## config.mk

```make
export PLATFORM = sky130hd
export DESIGN_NAME = det2x2_fetch_controller
export DESIGN_NICKNAME = d
export VERILOG_FILES = /design/src/rtl/det2x2_fetch_controller.sv
export SDC_FILE = /design/constraint.sdc
export NUM_CORES = 1
export LEC_CHECK = 0
export ABC_AREA = 1
export CAP_MARGIN = 10
export CELL_PAD_IN_SITES_DETAIL_PLACEMENT = 1
export CELL_PAD_IN_SITES_GLOBAL_PLACEMENT = 2
export CORE_UTILIZATION = 25
export DETAILED_ROUTE_END_ITERATION = 10
export GPL_ROUTABILITY_DRIVEN = 0
export PLACE_DENSITY = 0.66
export SETUP_SLACK_MARGIN = 0.2
export SLEW_MARGIN = 15
export SYNTH_ARGS = -nofsm -noshare
export SYNTH_HDL_FRONTEND = slang
export SYNTH_SLANG_ARGS = --single-unit
```

## constraint.sdc

```tcl
create_clock -name clock -period 3.7 [get_ports clock]
set_input_delay 0.37 -clock clock [delete_from_list [all_inputs] [get_ports clock]]
set_output_delay 0.37 -clock clock [all_outputs]
set_load 0.01 [all_outputs]
```

## src/rtl/det2x2_fetch_controller.sv

```systemverilog
// Control sequencer for the 2x2 determinant datapath: fetches a,b,c,d from a sync-read memory,
// then steps the datapath through a*d, b*c and their difference. Optional abort input: `define DET_ABORT_EN.
module det2x2_fetch_controller #(
  parameter int ADDR_W = 4
) (
  input  logic              clock,
  input  logic              reset,
  input  logic              start,
  input  logic [ADDR_W-1:0] base_addr,
`ifdef DET_ABORT_EN
  input  logic              abort,
`endif
  output logic [ADDR_W-1:0] mem_addr,
  output logic              mem_rd,
  output logic              ld_a,
  output logic              ld_b,
  output logic              ld_c,
  output logic              ld_d,
  output logic              ld_p1,
  output logic              ld_p2,
  output logic              ld_res,
  output logic              sel_sub,
  output logic              busy,
  output logic              done
);

  typedef enum logic [2:0] {
    S_IDLE, S_FETCH, S_WAIT, S_MUL1, S_MUL2, S_SUB, S_DONE
  } state_t;

  state_t            state;
  logic [1:0]        cnt;
  logic [1:0]        cnt_inc;
  logic [ADDR_W-1:0] base_q;
  logic [ADDR_W-1:0] addr_inc;

  logic [ADDR_W-1:0] mem_addr_q;
  logic              mem_rd_q, ld_a_q, ld_b_q, ld_c_q, ld_d_q;
  logic              ld_p1_q, ld_p2_q, ld_res_q, sel_sub_q, busy_q, done_q;

  assign cnt_inc  = cnt + 2'd1;
  assign addr_inc = base_q + ADDR_W'(cnt_inc);

  // Outputs are registered from the next state, so each one is a clean Moore decode of state/cnt.
  always_ff @(posedge clock or posedge reset) begin
    if (reset) begin
      state      <= S_IDLE;
      cnt        <= 2'd0;
      base_q     <= '0;
      mem_addr_q <= '0;
      mem_rd_q   <= 1'b0;
      ld_a_q     <= 1'b0;
      ld_b_q     <= 1'b0;
      ld_c_q     <= 1'b0;
      ld_d_q     <= 1'b0;
      ld_p1_q    <= 1'b0;
      ld_p2_q    <= 1'b0;
      ld_res_q   <= 1'b0;
      sel_sub_q  <= 1'b0;
      busy_q     <= 1'b0;
      done_q     <= 1'b0;
    end else begin
      mem_rd_q  <= 1'b0;
      ld_a_q    <= 1'b0;
      ld_b_q    <= 1'b0;
      ld_c_q    <= 1'b0;
      ld_d_q    <= 1'b0;
      ld_p1_q   <= 1'b0;
      ld_p2_q   <= 1'b0;
      ld_res_q  <= 1'b0;
      sel_sub_q <= 1'b0;
      done_q    <= 1'b0;
      case (state)
        // DONE accepts a held start directly so back-to-back runs keep a 9-cycle period.
        S_IDLE, S_DONE: begin
          if (start) begin
            state      <= S_FETCH;
            cnt        <= 2'd0;
            base_q     <= base_addr;
            mem_addr_q <= base_addr;
            mem_rd_q   <= 1'b1;
            busy_q     <= 1'b1;
          end else begin
            state      <= S_IDLE;
            cnt        <= 2'd0;
            mem_addr_q <= base_q;
            busy_q     <= 1'b0;
          end
        end
        S_FETCH: begin
          cnt <= cnt_inc;
          if (cnt != 2'd3) begin
            mem_addr_q <= addr_inc;
            mem_rd_q   <= 1'b1;
            ld_a_q     <= (cnt_inc == 2'd1);
            ld_b_q     <= (cnt_inc == 2'd2);
            ld_c_q     <= (cnt_inc == 2'd3);
          end else begin
            // Last read was issued at cnt 3; its data lands in d during WAIT.
            state      <= S_WAIT;
            mem_addr_q <= base_q;
            ld_d_q     <= 1'b1;
          end
        end
        S_WAIT: begin
          state   <= S_MUL1;
          ld_p1_q <= 1'b1;
        end
        S_MUL1: begin
          state   <= S_MUL2;
          ld_p2_q <= 1'b1;
        end
        S_MUL2: begin
          state     <= S_SUB;
          ld_res_q  <= 1'b1;
          sel_sub_q <= 1'b1;
        end
        S_SUB: begin
          state  <= S_DONE;
          done_q <= 1'b1;
        end
        default: begin
          state  <= S_IDLE;
          cnt    <= 2'd0;
          busy_q <= 1'b0;
        end
      endcase
`ifdef DET_ABORT_EN
      if (abort && state != S_IDLE) begin
        state      <= S_IDLE;
        cnt        <= 2'd0;
        mem_addr_q <= base_q;
        mem_rd_q   <= 1'b0;
        ld_a_q     <= 1'b0;
        ld_b_q     <= 1'b0;
        ld_c_q     <= 1'b0;
        ld_d_q     <= 1'b0;
        ld_p1_q    <= 1'b0;
        ld_p2_q    <= 1'b0;
        ld_res_q   <= 1'b0;
        sel_sub_q  <= 1'b0;
        done_q     <= 1'b0;
        busy_q     <= 1'b0;
      end
`endif
    end
  end

`ifdef DET_ABORT_EN
  // An abort must suppress the strobes in the very cycle it is raised, not just from the next edge.
  logic kill;
  assign kill   = abort & busy_q;
  assign mem_rd = mem_rd_q & ~kill;
  assign ld_a   = ld_a_q   & ~kill;
  assign ld_b   = ld_b_q   & ~kill;
  assign ld_c   = ld_c_q   & ~kill;
  assign ld_d   = ld_d_q   & ~kill;
  assign ld_p1  = ld_p1_q  & ~kill;
  assign ld_p2  = ld_p2_q  & ~kill;
  assign ld_res = ld_res_q & ~kill;
  assign done   = done_q   & ~kill;
`else
  assign mem_rd = mem_rd_q;
  assign ld_a   = ld_a_q;
  assign ld_b   = ld_b_q;
  assign ld_c   = ld_c_q;
  assign ld_d   = ld_d_q;
  assign ld_p1  = ld_p1_q;
  assign ld_p2  = ld_p2_q;
  assign ld_res = ld_res_q;
  assign done   = done_q;
`endif

  assign mem_addr = mem_addr_q;
  assign sel_sub  = sel_sub_q;
  assign busy     = busy_q;

endmodule
```

---- Word level (Yosys, flattened, before mapping) ----
Index checks and enable logic that the tools add are counted.
word-level totals
  logic and storage cells ................. 55
  bits of input ports ..................... 7
  bits in registers ....................... 23
  output and inout port bits .............. 15
operators by class
  eq/ne operators ......................... 11
  multiplexer cells ....................... 23
  add/subtract/negate cells ............... 2
  reduce and logical (&&, ||, !) cells .... 5
operator list
  kind                   count
  $pmux W3 S6            1
  $mux W1                15
  $eq A3 B3 Y1 const B   3
  $mux W4                2
  $pmux W4 S2            1
  $eq A3 B2 Y1 const B   2
  $reduce_or A5 Y1       1
  $add A4 B2 Y4          1
  $eq A2 B2 Y1 const B   2
  $ne A2 B2 Y1 const B   2
  $pmux W1 S2            2
  $pmux W2 S2            1
  $reduce_or A4 Y1       1
  $eq A3 B1 Y1 const B   1
  $logic_not A3 Y1       1
  $mux W3                1
  $add A2 B1 Y2 const B  1
  $eq A2 B1 Y1 const B   1
  $reduce_bool A2 Y1     1
  $reduce_or A2 Y1       1

---- Logic depth before layout (Yosys ltp) ----
  depth in word-level cells ............... 4
  mapped depth ............................ 11
  gate-level depth less buffers ........... 11

---- Least setup slack after synthesis ----
Ideal clock, no wire load.
  path kind ............................... register to register
  start point ............................. register cnt[0]
  end point ............................... register mem_addr_q[1], in the netlist mem_addr[1]
  data arrival time ....................... 1.550 ns
  stages on the path, launching flop included .. 10
  path slack .............................. 2.034 ns
  data required time ...................... 3.584 ns
  period minus slack after synthesis ...... 1.666 ns
  buffers on the path ..................... 0
  library setup time ...................... 0.116 ns
  cell sequence ........................... dfrtp_1 inv_1 ha_1 fa_1 nand2_1 o21ai_0 nand2_1 nand2_1 nand2_1 nand2_1
on the way
  longest elaborated chain between the ends .. 4
  elaborated cells between the ends (all ways) .. 5
  classes of those cells .................. add/sub: 2; eq/ne: 1; mux: 2
ends and longest elaborated chain
  what                      RTL line  text
  start: declaration        32        logic [1:0] cnt;
  start signal: assignment  91        cnt <= cnt_inc;
  $add A2 B1 Y2             41        assign cnt_inc = cnt + 2'd1;
  $add A4 B2 Y4             42        assign addr_inc = base_q + ADDR_W'(cnt_inc);
  $mux W4 *                 92        if (cnt != 2'd3) begin
  $pmux W4 S2 *             73        case (state)
  end signal: assignment    80        mem_addr_q <= base_addr;
  end signal: assignment    93        mem_addr_q <= addr_inc;
  end signal: assignment    101       mem_addr_q <= base_q;
  end: declaration          37        logic [ADDR_W-1:0] mem_addr_q;
Mark *: on every way between the ends. The rest lies on a longest branch, timed or not.
A chain may end at the register's enable or synchronous reset.

---- Worst setup path in the final report ----
Same ends and word-level chain as after synthesis.

==> results.md <==
* Worst path top cell family by delay: adder cells
* Ant. Diodes at 0
* Die Wd at 68.70 um
* Synth area leaders: dfrtp_1, nand2_1, ha_1
* YS warnings at 0
* R2R Path End: mem_addr[1]
* Input/output buffers at 21
* Total global-route track usage at 0.1280
* CP cell instances: inv_1 > ha_1 > fa_1 > nand2_1 > o21ai_0 > nand2_1 > nand2_1 > nand2_1 > nand2_1
* Layout Nets at 169
* Post-CTS resize count at 0
* Max VDD drop at 0.2109 mV
* CP endpoint kind: flip-flop
* Row count at 23
* Post-synth EDFFs at 0
* Clk slew on worst S/H paths at 80 ps
* # fillers at 505
* R2r startpoint: cnt[0]
* HPWL after DPL at 1888 um
* Largest net degree at the start of global routing at 24
* Seq cells post-synth at 23
* Worst path bufs/invs at 1
* List of most frequent post-synthesis cells: nand2_1, dfrtp_1, inv_1, o21ai_0, nor2_1
* Net count after synthesis at 145
* Vias in the first global route at 944
* Layout cell share with drive strength beyond 1 at 0.07792
* Crit path DAT at 2010 ps
* Sum Neg Setup Slack at 0 ps
* Final slew viol count at 0
* Clock Path Buffers at 2
* Seq/Total Area, Yosys at 0.5174
* Maximum clock rate at 0.5543 GHz
* Pwr dens at 822.0 nW/um^2
* Worst path slowest cell: fa_1
* Status: finished clean
* Initial antenna violation count at 0
* Die Y at 68.70 um
* DR vias at 888
* Layout Skew at 1.971 ps
* Hold Buf Count CTS at 0
* Tightest Pin Transition at 924.3 ps
* Post-synth top area share at 0.5174
* Max Fanout on Critical Path at 5
* P&R area growth vs syn at 27.56%
* Hold_ws at 493.4 ps
* Post-place setup slack at 1888 ps
* Netlist Area Pre-Place at 1112 um^2
* CTS Root Buffer Type: clkbuf_8
* Hold Path End: mem_addr[3]
* Reg2Reg Setup Slack at 1900 ps
* Grt total ovfl at 0
* Final hold vios at 0
* H-tree levels at 1
* Synth Flop Type: dfrtp_1
* Min Tclk post-route at 1804 ps
* Unrepaired setup endpoints after global routing: false
* Req. time, crit path at 3910 ps
* Worst hold path type: flip-flop to flip-flop
* First-pass GRT wire length at 4353 um
* Drt first pass iters at 3
* Clk Latency, worst-skew pair at 260 ps
* Number of max-cap violations at 0
* Avg Inst Size Synth at 8.491 um^2
* Async S/R FF share, synth at 1.000
* Core ar. at 4144 um^2
* Setup WS post-layout at 1896 ps
* Initial DRC count at 19
* Clock sinks at 23
* DR WL/cell at 12.12 um
* Endpoints failing setup at 0
* Starting Density at 0.2684
* Antenna viol nets, final at 0
* Mapped Cells at 131
* Count leader, synth: nand2_1
* Post-DR vias/cell at 4.353
* Cell mode on critical path: nand2_1
* CTS Buf Count at 3
* Post-route clock period utilization at 0.4876
* Cell count of the worst reg-to-reg path at 9
* Unique masters post-synth at 18
* Slew headroom at 0.3831
* Post-route DRC at 0
* Crit path launch type: flip-flop
* HP Start: mem_addr[3]
* Cell taking the most area after synthesis: dfrtp_1
* CP Class: flip-flop to flip-flop
* Total die area at 4720 um^2
* CTS tree: done
* Leakage at 0.0007312 uW
* Post-CTS Setup Bufs at 0
* Slowest stage delay, CP at 520 ps
* Hold path depth at 2
* Drt total wl at 2472 um
* Final core utilization at 0.3424
* IO Pins at 22
[report_power, final]
part	switching, uW	internal [uW]
combinational	347	246
sequential	64.9	350
clock	83.1	75.2
[tightest hold or removal path, cell delays in order (launching register included)]
cell     delay (ps)
dfrtp_1         350
nand2_1          60
nand2_1          60
[cells by family (layout without fill, tap and decap cells)]
family | after synthesis | in the layout | synth area share
adders and majority gates | 7 | 7 | 0.08549
and+or+nand+nor | 66 | 66 | 0.2553
AOI/OAI and AO/OA | 11 | 11 | 0.04949
xor gates and xnor gates | 1 | 1 | 0.007875
buffers and inverters | 23 | 46 | 0.08436
DFF | 23 | 23 | 0.5174
[cells in the final DEF (no fill, tap or decap), types with 2 or more instances in the layout]
cell type and instances:
o21ai_0 11, nor2_1 7, clkbuf_8 3, inv_2 2
clkdlybuf4s50_1 21, inv_1 18, nor2_4 2, ha_1 6
dfrtp_1 23, nand2_1 48, nand2_2 2, nand3_1 4
[layer usage]
metal / track usage / routed length, um / share of wire / up-vias
li1: - / - / - / 441
met1: 0.1510 / 1162 / 0.47 / 425
met2: 0.2194 / 1169 / 0.47 / 18
met3: 0.02796 / 94 / 0.038 / 4
met4: 0.06122 / 45 / 0.018 / 0
met5: 0 / 0 / 0 / -
[sequential cells by signal, summed over array words and instances, names as in the netlist, 2 cells and up]
register	cells
cnt	2
mem_addr	4
base_q	4
state	3
[final cells by class]
cell class                 instances  area [um^2]  area share
clock buffer                       3        41.29     0.02910
clock inverter                     1        5.005    0.003527
inverter                          21        81.33     0.05732
multi-input combinational         85        442.9      0.3122
sequential                        23        575.6      0.4056
tap                               50        62.56     0.04409
timing repair buffer              21        210.2      0.1481
[metrics by stage]
| step | instance area [um^2] | power, uW | cells |
|---|---|---|---|
| floorplan | 1112 | 800.5 | 131 |
| global placement | 1373 | 1016 | 200 |
| detailed placement | 1373 | 1031 | 200 |
| CTS | 1419 | 1195 | 204 |
| global route | 1419 | 1293 | 204 |
| finish | 1419 | 1166 | 204 |
[worst max-delay path by stage]
stage,start,end,cells past startpoint
after CTS,cnt[0],mem_addr[1],9
after detailed placement,cnt[0],mem_addr[1],9
final,cnt[0],mem_addr[1],9
after global placement,cnt[0],mem_addr[1],9
after global routing,cnt[0],mem_addr[1],9
after floorplan,cnt[0],mem_addr[1],9
(Power assumes the default switching activity.)
